### src/rtl/hazard_ctrl_unit.sv
// hazard_ctrl_unit: pipeline forwarding, stall/flush control, hazard FSM and performance counters
// Ports:
//   clk, rst                  clock, synchronous active-high reset
//   Rs1_D/Rs2_D, Rs1_E/Rs2_E  source registers in Decode / Execute
//   RdE/RdM/RdW               destination registers in Execute / Memory / Writeback
//   RegWriteM/RegWriteW       write enables in Memory / Writeback
//   LoadE, PCSrcE             load in Execute, taken branch resolved in Execute
//   MemReqM, MemReadyM        data-memory handshake in Memory
//   ForwardAE/ForwardBE       ALU operand select (10 Memory, 01 Writeback, 00 register file)
//   Stall*/Flush*             pipeline register hold / bubble controls
//   State                     registered hazard state (RUN, LU, BR, MWAIT)
//   StallCount/FlushCount     saturating performance counters
//   MemTimeout                sticky memory-wait error flag
module hazard_ctrl_unit #(
  parameter int REG_AW = 5,
  parameter int CNT_W = 16,
  parameter int MEM_TIMEOUT = 8
) (
  input  logic              clk,
  input  logic              rst,
  input  logic [REG_AW-1:0] Rs1_D,
  input  logic [REG_AW-1:0] Rs2_D,
  input  logic [REG_AW-1:0] Rs1_E,
  input  logic [REG_AW-1:0] Rs2_E,
  input  logic [REG_AW-1:0] RdE,
  input  logic [REG_AW-1:0] RdM,
  input  logic [REG_AW-1:0] RdW,
  input  logic              RegWriteM,
  input  logic              RegWriteW,
  input  logic              LoadE,
  input  logic              PCSrcE,
  input  logic              MemReqM,
  input  logic              MemReadyM,
  output logic [1:0]        ForwardAE,
  output logic [1:0]        ForwardBE,
  output logic              StallF,
  output logic              StallD,
  output logic              StallE,
  output logic              StallM,
  output logic              FlushD,
  output logic              FlushE,
  output logic              FlushW,
  output logic [1:0]        State,
  output logic [CNT_W-1:0]  StallCount,
  output logic [CNT_W-1:0]  FlushCount,
  output logic              MemTimeout
);
  localparam int WW = $clog2(MEM_TIMEOUT + 1);
  typedef enum logic [1:0] {RUN = 2'b00, LU = 2'b01, BR = 2'b10, MWAIT = 2'b11} state_t;
  state_t st;
  logic [WW-1:0] waitCnt;
  logic memStall, lwStall, brFlush, brAct, lwAct;
  function automatic logic [1:0] fwdSel(input logic [REG_AW-1:0] rs);
    return (RegWriteM && RdM != '0 && RdM == rs) ? 2'b10 :
           (RegWriteW && RdW != '0 && RdW == rs) ? 2'b01 : 2'b00;
  endfunction
  assign memStall = MemReqM & ~MemReadyM;
  assign lwStall = LoadE & (RdE != '0) & (RdE == Rs1_D | RdE == Rs2_D);
  assign brFlush = PCSrcE;
  // A memory wait holds everything, so a branch or load-use is only acted on without it.
  assign brAct = ~rst & ~memStall & brFlush;
  assign lwAct = ~rst & ~memStall & ~brFlush & lwStall;
  assign ForwardAE = rst ? 2'b00 : fwdSel(Rs1_E);
  assign ForwardBE = rst ? 2'b00 : fwdSel(Rs2_E);
  assign StallF = (~rst & memStall) | lwAct;
  assign StallD = (~rst & memStall) | lwAct;
  assign StallE = ~rst & memStall;
  assign StallM = ~rst & memStall;
  assign FlushW = ~rst & memStall;
  assign FlushD = brAct;
  assign FlushE = brAct | lwAct;
  assign State = st;
  always_ff @(posedge clk) begin
    if (rst) begin
      st <= RUN;
      waitCnt <= '0;
      StallCount <= '0;
      FlushCount <= '0;
      MemTimeout <= 1'b0;
    end else begin
      st <= memStall ? MWAIT : brFlush ? BR : lwStall ? LU : RUN;
      waitCnt <= !memStall ? '0 : (waitCnt == WW'(MEM_TIMEOUT)) ? waitCnt : waitCnt + 1'b1;
      if (memStall && waitCnt == WW'(MEM_TIMEOUT - 1)) MemTimeout <= 1'b1;
      if (StallF && !(&StallCount)) StallCount <= StallCount + 1'b1;
      if (FlushD && !(&FlushCount)) FlushCount <= FlushCount + 1'b1;
    end
  end
endmodule

### config.mk
export PLATFORM = sky130hd
export DESIGN_NAME = hazard_ctrl_unit
export DESIGN_NICKNAME = d
export VERILOG_FILES = /design/src/rtl/hazard_ctrl_unit.sv
export SDC_FILE = /design/constraint.sdc
export NUM_CORES = 1
export LEC_CHECK = 0
export CAP_MARGIN = 0
export CORE_MARGIN = 4
export CORE_UTILIZATION = 35
export DETAILED_ROUTE_END_ITERATION = 7
export HOLD_SLACK_MARGIN = 0.12
export PLACE_DENSITY = 0.66
export REMOVE_ABC_BUFFERS = 1
export SYNTH_ARGS = -nofsm -noshare
export SYNTH_HDL_FRONTEND = slang
export SYNTH_SLANG_ARGS = --single-unit
### constraint.sdc
create_clock -name clk -period 2.2 [get_ports clk]
set_input_delay 0.33 -clock clk [delete_from_list [all_inputs] [get_ports clk]]
set_output_delay 0.33 -clock clk [all_outputs]
set_load 0.01 [all_outputs]
==> impl_metrics.json <==
{
  "status": "complete, no violations",
  "skew_ps": 11.5,
  "syn_inst": 282,
  "synth-edff-count": 0,
  "ys_seq_area_frac": 0.331,
  "fp.coreArea_mm2": 0.00646,
  "fmax_ghz": 0.466,
  "area.growth.synth_to_final_pct": 58.0,
  "drive_above_1_share": 0.186,
  "ant_nets": 0,
  "synth_ff_type": "dfxtp_1",
  "final_common_cell": "clkdlybuf4s50_1",
  "grt_pass1_wl_um": 11000,
  "cp-start-kind": "primary input",
  "overflow": 0,
  "wl_per_cell_um": 13.9,
  "cts_root_buf": "clkbuf_8",
  "place_congestion": 0.853,
  "antenna_cells": 0,
  "async_reset_ff_frac": 0,
  "synth.cell_area_mm2": 0.00236,
  "drt_pre_antenna_iters": 4,
  "cp_max_fo": 2,
  "setup_tns_ps": 0,
  "wirelength_um": 6680,
  "hold_path_class": "reg2reg",
  "dpl.hpwl_um": 5070,
  "path_clk_slew_ps": 80,
  "timing.slew.headroom": 0.673,
  "cts.path.max_buffers": 2,
  "synth_top_area_share": 0.331,
  "required_ps": 1870,
  "tightest_slew_ps": 486,
  "h-tree-depth": 2,
  "path_class": "in2out",
  "holdBufCountCts": 0,
  "numCtsBuffers": 5,
  "ir_worst_vdd_v": 0.000239,
  "finalPower_mw": 1.59,
  "clk_latency_ps": 290,
  "track_usage": 0.160,
  "cts_tree": "done",
  "total_leakage_power_nw": 1.41,
  "rsz0062_at_grt": "yes",
  "synth.area.top_cells": "dfxtp_1, xor2_1, nor2_1, xnor2_1, or4_1",
  "period_share": 0.975,
  "drv_cap": 0,
  "start_util": 0.365,
  "fillers": 587,
  "ioPinCount": 89,
  "vias_per_cell": 5.14,
  "placement.io_buffers": 88,
  "grt_pass1_vias": 2463,
  "synth_top_area_cell": "dfxtp_1",
  "pre_cts_ws_ps": -633,
  "drt_first_iter_violations": 50,
  "avgSynthCellArea_um2": 8.35,
  "die-area_mm2": 0.00811,
  "synth.distinct_cells": 47,
  "layout_common_cells": "clkdlybuf4s50_1, dfxtp_1, buf_4, nor2_1, xor2_1",
  "synth-seq-cells": 39,
  "cp-end-kind": "output port",
  "final_cells": 480,
  "dieWidth_um": 90.0,
  "final_hold_viol_count": 0,
  "arrival_ps": 1810,
  "layout_setup_ws_ps": 55.7,
  "vias": 2465,
  "setup_viol": 0,
  "post-place-cells": 472,
  "rows": 29,
  "p_per_area_mw_per_mm2": 427,
  "fin_hold_ws_ps": 485,
  "yosys_warnings": 0,
  "nNetsFinal": 450,
  "grt_max_degree": 45,
  "clock-sinks": 39,
  "rrSetupSlack_ps": 200,
  "drc_errors": 0,
  "die_h_um": 90.0,
  "final_max_slew_viol_count": 0,
  "fin_crit_ps": 2140,
  "grt_antenna_before_repair": 1
}
state kept, by name, indices dropped and copies added (netlist names):
name        cells
FlushCount     16
waitCnt         4
MemTimeout      1
State           2
StallCount     16
where the power goes:
| part | internal [mW] | switching, mW | leakage, nW | total [mW] |
|---|---|---|---|---|
| Clock | 0.331 | 0.244 | 0.0502 | 0.575 |
| Combinational | 0.164 | 0.130 | 1.04 | 0.295 |
| Sequential | 0.713 | 0.00769 | 0.315 | 0.720 |
final timing paths:
| path | startpoint | end | depth (start not counted) |
|---|---|---|---|
| worst max-delay path | Rs1_D[4] | FlushE | 9 |
| worst min-delay path | MemTimeout$_SDFFE_PP0P_ | MemTimeout$_SDFFE_PP0P_ | 2 |
| worst max register to register | StallCount[3]$_SDFFE_PP0P_ | StallCount[15]$_SDFFE_PP0P_ | 5 |
| worst min register to register | MemTimeout$_SDFFE_PP0P_ | MemTimeout$_SDFFE_PP0P_ | 2 |
timing repair:
action,CTS,global route
setup endpoints to repair,22,20
pin swaps,10,7
gates cloned,0,0
resized for setup,62,18
buffers inserted,0,1
metrics by stage:
step           cell area, um^2  utilization
4_1_cts                   3690        0.571
3_5_place_dp              3540        0.548
2_1_floorplan             2280            -
5_1_grt                   3720        0.576
6_report                  3720        0.576
3_3_place_gp              3540        0.548
worst max-delay path: stages:
cell and delay, ps:
clkdlybuf4s50_1 410, xor2_1 140, nor3_1 210, a22oi_1 120, buf_4 150, nor2_1 90, nor2_1 40, nor3_1 140
buf_2 170
routing by layer:
metal / GRT usage / vias up / part of all wire / wire (um)
met5: 0 / - / 0.0019 / 13
met2: 0.299 / 60 / 0.51 / 3380
met3: 0.0409 / 6 / 0.051 / 344
met4: 0.0472 / 2 / 0.012 / 81
met1: 0.178 / 1147 / 0.43 / 2860
li1: - / 1250 / - / -
cell type report:
type | instances | area, um^2 | share of cell area
multi-input combinational | 225 | 1570 | 0.422
inverter | 5 | 18.8 | 0.00504
timing repair buffer | 127 | 1150 | 0.309
clock buffer | 5 | 68.8 | 0.0185
tap | 77 | 96.3 | 0.0259
sequential | 39 | 781 | 0.210
clock inverter | 2 | 37.5 | 0.0101
kinds of logic after synthesis:
family / Yosys count / synth area share
and+or+nand+nor: 128 / 0.304
AOI/OAI and AO/OA: 45 / 0.118
xor gates and xnor gates: 43 / 0.160
DFF: 39 / 0.331
buffers and inverters: 18 / 0.0420
muxes: 5 / 0.0228
adders and majority gates: 4 / 0.0212
synth_stat cells (all sizes together), types with 3 or more instances:
| cell | number |
|---|---|
| nor3 | 7 |
| a21oi | 17 |
| ha | 4 |
| and4 | 3 |
| xor2 | 29 |
| nand4 | 4 |
| dfxtp | 39 |
| xnor2 | 14 |
| or3 | 6 |
| o31ai | 9 |
| nor4 | 6 |
| nand3 | 15 |
| nor2b | 5 |
| nor2 | 35 |
| nand2 | 20 |
| or4 | 13 |
| inv | 5 |
| clkbuf | 4 |
| buf | 9 |
| and3 | 4 |
| mux2 | 3 |
| o21ai | 11 |
Power figures use the tool's default switching activity.
